$ cat src/rtl/pc_stack_seq.sv
// Fetch-stage program counter with relative branch, jump, skip, stall and a
// DEPTH-entry return-address stack. Optional PC bounds check: `PC_BOUNDS_EN`.
module pc_stack_seq #(
  parameter int           D        = 12,
  parameter int           OFF_W    = 8,
  parameter int           DEPTH    = 4,
  parameter logic [D-1:0] RST_VEC  = '0,
  parameter int           MAX_ADDR = 2**D-1
) (
  input  logic                       clk,
  input  logic                       reset_n,
  input  logic                       stall,
  input  logic                       skip_en,
  input  logic                       branch_en,
  input  logic [OFF_W-1:0]           offset,
  input  logic                       jump_en,
  input  logic                       call_en,
  input  logic                       ret_en,
  input  logic [D-1:0]               target,
  output logic [D-1:0]               prog_ctr,
  output logic [$clog2(DEPTH+1)-1:0] sp,
  output logic                       stk_empty,
  output logic                       stk_full,
  output logic                       stk_err,
  output logic                       halt
);
  localparam int SPW  = $clog2(DEPTH+1);
  localparam int IDXW = (DEPTH > 1) ? $clog2(DEPTH) : 1;
  localparam logic [SPW-1:0] SP_FULL = SPW'(DEPTH);

  typedef struct packed {
    logic ret;
    logic call;
    logic jump;
    logic branch;
    logic skip;
  } req_t;

  req_t            req;
  logic [D-1:0]    pc_q, pc_d, pc_n, pc_inc, off_sx;
  logic [SPW-1:0]  sp_q, sp_d, sp_n;
  logic            err_q, err_d, err_n;
  logic            push_n, push;
  logic [IDXW-1:0] wr_idx, rd_idx;
  logic [D-1:0]    stk_q [DEPTH];

  assign req    = '{ret: ret_en, call: call_en, jump: jump_en,
                    branch: branch_en, skip: skip_en};
  assign pc_inc = pc_q + 1'b1;
  assign off_sx = D'($signed(offset));
  assign wr_idx = IDXW'(sp_q);
  assign rd_idx = IDXW'(sp_q - 1'b1);

  // Candidate next state, resolved by request priority before stall/halt gating.
  always_comb begin
    pc_n   = pc_inc;
    sp_n   = sp_q;
    err_n  = err_q;
    push_n = 1'b0;
    if (req.ret) begin
      if (sp_q == '0) begin
        err_n = 1'b1;
      end else begin
        pc_n = stk_q[rd_idx];
        sp_n = sp_q - 1'b1;
      end
    end else if (req.call) begin
      pc_n = target;
      if (sp_q == SP_FULL) begin
        err_n = 1'b1;
      end else begin
        push_n = 1'b1;
        sp_n   = sp_q + 1'b1;
      end
    end else if (req.jump) begin
      pc_n = target;
    end else if (req.branch) begin
      pc_n = pc_q + off_sx;
    end else if (req.skip) begin
      pc_n = pc_q + 2'd2;
    end
  end

`ifdef PC_BOUNDS_EN
  localparam logic [D-1:0] LAST = MAX_ADDR[D-1:0];
  logic halt_q, halt_d;

  // An out-of-range target freezes everything; only reset recovers.
  always_comb begin
    pc_d   = pc_q;
    sp_d   = sp_q;
    err_d  = err_q;
    halt_d = halt_q;
    push   = 1'b0;
    if (!stall && !halt_q) begin
      if (pc_n > LAST) begin
        halt_d = 1'b1;
      end else begin
        pc_d  = pc_n;
        sp_d  = sp_n;
        err_d = err_n;
        push  = push_n;
      end
    end
  end

  always_ff @(posedge clk or negedge reset_n) begin
    if (!reset_n) halt_q <= 1'b0;
    else          halt_q <= halt_d;
  end

  assign halt = halt_q;
`else
  always_comb begin
    pc_d  = pc_q;
    sp_d  = sp_q;
    err_d = err_q;
    push  = 1'b0;
    if (!stall) begin
      pc_d  = pc_n;
      sp_d  = sp_n;
      err_d = err_n;
      push  = push_n;
    end
  end

  assign halt = 1'b0;
`endif

  always_ff @(posedge clk or negedge reset_n) begin
    if (!reset_n) begin
      pc_q  <= RST_VEC;
      sp_q  <= '0;
      err_q <= 1'b0;
    end else begin
      pc_q  <= pc_d;
      sp_q  <= sp_d;
      err_q <= err_d;
    end
  end

  // Stack storage carries no reset; occupancy alone defines validity.
  always_ff @(posedge clk) begin
    if (push) stk_q[wr_idx] <= pc_inc;
  end

  assign prog_ctr  = pc_q;
  assign sp        = sp_q;
  assign stk_empty = (sp_q == '0);
  assign stk_full  = (sp_q == SP_FULL);
  assign stk_err   = err_q;
endmodule

$ cat config.mk
export PLATFORM = sky130hd
export DESIGN_NAME = pc_stack_seq
export DESIGN_NICKNAME = d
export VERILOG_FILES = /design/src/rtl/pc_stack_seq.sv
export SDC_FILE = /design/constraint.sdc
export NUM_CORES = 1
export LEC_CHECK = 0
export BUFFER_PORTS_ARGS = -buffer_cell sky130_fd_sc_hd__buf_2
export CAP_MARGIN = 10
export CORE_MARGIN = 2
export CORE_UTILIZATION = 63
export DETAILED_ROUTE_END_ITERATION = 12
export GPL_TIMING_DRIVEN = 1
export PLACE_DENSITY = 0.87
export SLEW_MARGIN = 20
export SYNTH_ARGS = -nofsm -noshare
export SYNTH_HDL_FRONTEND = slang
export SYNTH_SLANG_ARGS = --single-unit
$ cat constraint.sdc
create_clock -name clk -period 3.7 [get_ports clk]
set_clock_uncertainty 0.1 [all_clocks]
set_input_delay 0.37 -clock clk [delete_from_list [all_inputs] [get_ports clk]]
set_output_delay 0.37 -clock clk [all_outputs]
set_load 0.02 [all_outputs]
== Word-level counts from Yosys, hierarchy flattened ==
Memories as Yosys holds them, arrays and structs flattened.
Index checks and enable logic that the tools add are counted.
Word-level totals
  flip-flop bits (word level): 16
  bits in latches: 0
  bits in writable memories: 48
  ROM bits: 0
  bits of input ports: 28
  output and inout bits: 19
  logic and storage cells: 39
  memories: 1
Memories
  stk_q: depth 4, bits a word 12, read ports 1, clocked after memory_dff 0, write ports 1, RTL line 45  | logic [D-1:0] stk_q [DEPTH];
Cells by class
  add/subtract/negate cells: 5
  $mul: 0
  div/mod/pow operators: 0
  $lt $le $gt $ge: 0
  equal/unequal tests: 4
  shift operators: 0
  mux-type cells: 20
  bitwise logic cells: 1
  reduce and logical (&&, ||, !) cells: 5
Operator list (number)
  12-bit 2-to-1 mux: 6
  12-bit by 1-bit adder with 12-bit output (second input constant): 1
  12-bit adder: 1
  12-bit by 2-bit adder with 12-bit output (second input constant): 1
  3-bit 2-to-1 mux: 4
  1-bit 2-to-1 mux: 10
  4-bit AND reduction: 2
  2-bit != test (second input constant): 2
  2-bit nonzero test: 2
  3-bit by 1-bit adder with 3-bit output (second input constant): 1
  3-bit equality test (second input constant): 1
  3-bit logical NOT: 1
  3-bit by 1-bit subtractor with 3-bit output (second input constant): 1
  2-bit by 1-bit != test with 1-bit output (second input constant): 1
  1-bit NOT: 1

== Depth between registers and ports, before layout ==
  depth in word-level cells: 7
  gate-level depth with buffers: 11
  depth with buffers taken out: 9

== Worst setup path before layout ==
No wires, ideal clock.
  path kind: register to register
  start point: reg sp_q[0] (netlist: sp[0])
  end point: reg pc_q[8] (netlist: prog_ctr[8])
  setup time: 0.129 ns
  data arrival time: 2.434 ns
  required time: 3.471 ns
  setup slack: 1.037 ns
  cell stages (with the launch flop): 9
  buffers on the path: 2
  period minus slack after synthesis: 2.663 ns
  cells stage by stage: dfrtp_1 buf_6 inv_1 ha_1 buf_1 mux4_1 mux2_2 a221oi_1 a2bb2oi_1
Between the ends
  word-level cells in the longest chain between the ends: 4
  elaborated cells between the ends (all ways): 5
  those cells by class: add/sub (1); mux (2); reduce/logical (1); memory (1)
Ends and longest elaborated chain
  from (decl): RTL line 41  | logic [SPW-1:0] sp_q, sp_d, sp_n;
  from (signal assigned): RTL line 137  | sp_q <= sp_d;
  3-bit by 1-bit subtractor with 3-bit output
  memory read 4 x 12 bit
  12-bit 2-to-1 mux *: RTL line 61  | if (sp_q == '0) begin
  12-bit 2-to-1 mux *: RTL line 60  | if (req.ret) begin
  to (signal assigned): RTL line 136  | pc_q <= pc_d;
  to (decl): RTL line 40  | logic [D-1:0] pc_q, pc_d, pc_n, pc_inc, off_sx;
Mark *: on every way between the ends. The rest lies on a longest branch, timed or not.
A chain may end at the register's enable or synchronous reset.

== Worst setup path in the final report ==
  start point: reg sp_q[1] (netlist: sp[1])
  end point: reg pc_q[9] (netlist: prog_ctr[9])
Same word-level chain as after synthesis.

==> results.cfg <==
[pwr]
power_density_mw_per_mm2 = 741
power_mw = 3.21
leakage_nw = 1.66
ir_worst_vdd_mv = 0.439

[final_layout]
fin_util = 0.724
fin_area_mm2 = 0.00434
drive_above_1_share = 0.204
layout.cells.non_filler = 467
fin_nets = 435
synthToLayoutAreaGrowth_pct = 10.4
antenna_cells = 0

[routing]
via_per_inst = 6.60
drt_iter0_drc = 355
drc = 0
ant_nets = 0
vias = 3083
wl_per_cell_um = 19.5
finalWirelength_um = 9110
drt-pass1-iter-count = 5

[die]
start_util = 0.656
coreArea_mm2 = 0.00599
placementRows = 28
dieWidth_um = 83.0
die_area_mm2 = 0.00688
top_level_ports = 47
die_h_um = 83.0

[clock_tree]
ctsHoldBuffers = 1
cts_made_buffers = 9
cts_tree = built
root_buffer = clkbuf_8
clockBufferDepth = 2
clock_latency_ns = 0.34
post_cts_buffers = 0
h-tree-depth = 3
cts.repair.resized = 0
cts_sinks = 64
clkSlewWorstSetupHoldPaths_ns = 0.08

[timing]
period_minus_slack_ns = 2.63
setup_viol = 0
report.final.slew_viol_count = 0
hold_violations = 0
slew_headroom = 0.495
fmax_mhz = 381
rsz0062_at_grt = no
worst_pin_slew_ns = 0.758
post-route-period-util = 0.710
finalSetupTns_ns = 0
hold_slack_ns = 0.215
setup_slack_ns = 1.07

[global_route]
grt_use_met3 = 0.0457
busiest_layer = met2
grt_pass1_wl_um = 14700
antenna_found_initial = 0
met1_usage = 0.336
met2_usage = 0.458
grt_overflow = 0
grtUsageTotal = 0.269
grt_max_degree = 26
grt_pass1_vias = 3008

[placement]
dpl-instance-area_mm2 = 0.00416
dp_cells = 450
port_buffers = 45
gp_congestion = 0.960
place_ws_ns = 1.11
dp_hpwl_um = 6590

[synthesis]
ys_warn_count = 0
yosysTopAreaCellShare = 0.367
ys_ff_latch = 64
synth_edf_count = 48
synthXorXnorAreaFrac = 0.0490
synthCells = 350
synthSimpleGateAreaFrac = 0.121
avgSynthCellArea_um2 = 11.2
synth.distinct_cells = 59
synth_compound_area_frac = 0.157
syn-num-nets = 398
syn_area_mm2 = 0.00393
synth_top_family_by_area = compound AO/OA/AOI/OAI gates
synth_area_leaders = edfxtp_1 (37%), dfrtp_1 (10%), ha_1 (6.1%)
yosys.area.top_type = edfxtp_1
muxShareOfSynthArea = 0.0990
synthFlopType = edfxtp_1
synth-adder-area-share = 0.0656
seq_area_frac_synth = 0.469
synthArstFlopShare = 0.250

[critical_path]
worstPathRequired_ns = 3.82
reg2regPathDepth = 9
crit_start = sp[1]$_DFFE_PN0P_
critPathMostFrequentCell = ha_1
worstPathArrival_ns = 2.75
r2r-start = sp[1]$_DFFE_PN0P_
start_kind = flip-flop
crit_path_cell_trace = inv_1 -> ha_1 -> ha_1 -> nand2b_1 -> nor2_1 -> a22o_1 -> a41o_1 -> and4b_1 -> nor3_1
cp-end-kind = flip-flop
ff2ff_setup_slack_ns = 1.07
critical_path_class = flip-flop to flip-flop
rr_endpoint = prog_ctr[9]$_DFFE_PN0N_
crit_slowest_cell = ha_1
critical-path-max-stage-delay_ns = 0.66
cp_max_fo = 19

[outcome]
run_status = completed

[hold_path]
hold_path_end = prog_ctr[6]$_DFFE_PN0N_
hp-class = input pin to flip-flop
hp-start = target[6]
whs_path_depth = 3

[flow_run]
maxCapViolCount = 0
==> state kept, by name, summed over array words and instances (netlist names) <==
register and flops:
stk_q 48, prog_ctr 12, sp 3, stk_err 1
==> metal layers <==
| layer | vias up | wire length [um] |
|---|---|---|
| li1 | 1414 | - |
| met1 | 1474 | 3770 |
| met2 | 161 | 4530 |
| met3 | 34 | 512 |
| met4 | 0 | 294 |
| met5 | - | 0 |
==> worst max-delay path: cells and delay by family (launching register included) <==
family	cells	cell delay (ns)
AO/OA/AOI/OAI	2	0.44
adder cells (fa/ha/maj)	2	0.86
buffers and inverters	1	0.11
flip-flops	1	0.41
AND/OR/NAND/NOR	4	0.59
==> final cells by class <==
| type | count | area, um2 |
|---|---|---|
| fill | 404 | 1650 |
| sequential | 64 | 1840 |
| clock buffer | 9 | 124 |
| multi-input combinational | 252 | 1940 |
| inverter | 13 | 48.8 |
| clock inverter | 7 | 47.5 |
| timing repair buffer | 47 | 243 |
| tap | 75 | 93.8 |
==> kinds of logic (layout without fill, tap and decap cells) <==
group / Yosys count / count (layout)
buffers and inverters: 34 / 76
AND/OR/NAND/NOR: 95 / 95
multiplexers: 21 / 21
XOR/XNOR: 22 / 22
AO/OA/AOI/OAI: 93 / 93
flip-flops: 64 / 64
other: 1 / 1
adder cells (fa/ha/maj): 20 / 20
==> worst max-delay path by stage <==
stage	end	slack (ns)	cells past startpoint
4_1_cts	prog_ctr[9]$_DFFE_PN0N_	1.08	9
6_report	prog_ctr[9]$_DFFE_PN0N_	1.07	9
3_3_place_gp	prog_ctr[9]$_DFFE_PN0N_	1.31	9
5_1_grt	prog_ctr[9]$_DFFE_PN0N_	0.88	9
3_5_place_dp	prog_ctr[9]$_DFFE_PN0N_	1.11	9
2_1_floorplan	prog_ctr[8]$_DFFE_PN0N_	1.04	8
==> cell usage in the layout, fill, tap and decap left out, drive strengths merged, types with 5 or more instances in the layout <==
cell and instances:
a211oi 9, a21o 6, a21oi 21, buf 46, clkbuf 9, dfrtp 16, edfxtp 48, ha 19
inv 14, mux2 5, mux4 12, nand2 16, nand3 10, nand4 5, nor2 29, nor2b 5
nor3 9, o21ai 22, xnor2 10, xor2 12
==> cell usage after synthesis, types with 9 or more instances <==
master / count
edfxtp_1: 48
nor2_1: 29
o21ai_0: 22
a21oi_1: 21
ha_1: 19
dfrtp_1: 16
nand2_1: 16
inv_1: 13
xor2_1: 12
clkbuf_1: 10
xnor2_1: 10
a211oi_1: 9
nand3_1: 9
nor3_1: 9
==> where the power goes <==
| part | internal, mW | switching, mW | total, mW | leakage (nW) |
|---|---|---|---|---|
| Combinational | 0.659 | 0.896 | 1.56 | 0.960 |
| Sequential | 0.970 | 0.179 | 1.15 | 0.614 |
| Clock | 0.242 | 0.267 | 0.509 | 0.0854 |
| Total | 1.87 | 1.34 | 3.21 | 1.66 |
No activity file was read; power rests on OpenSTA's default activity.
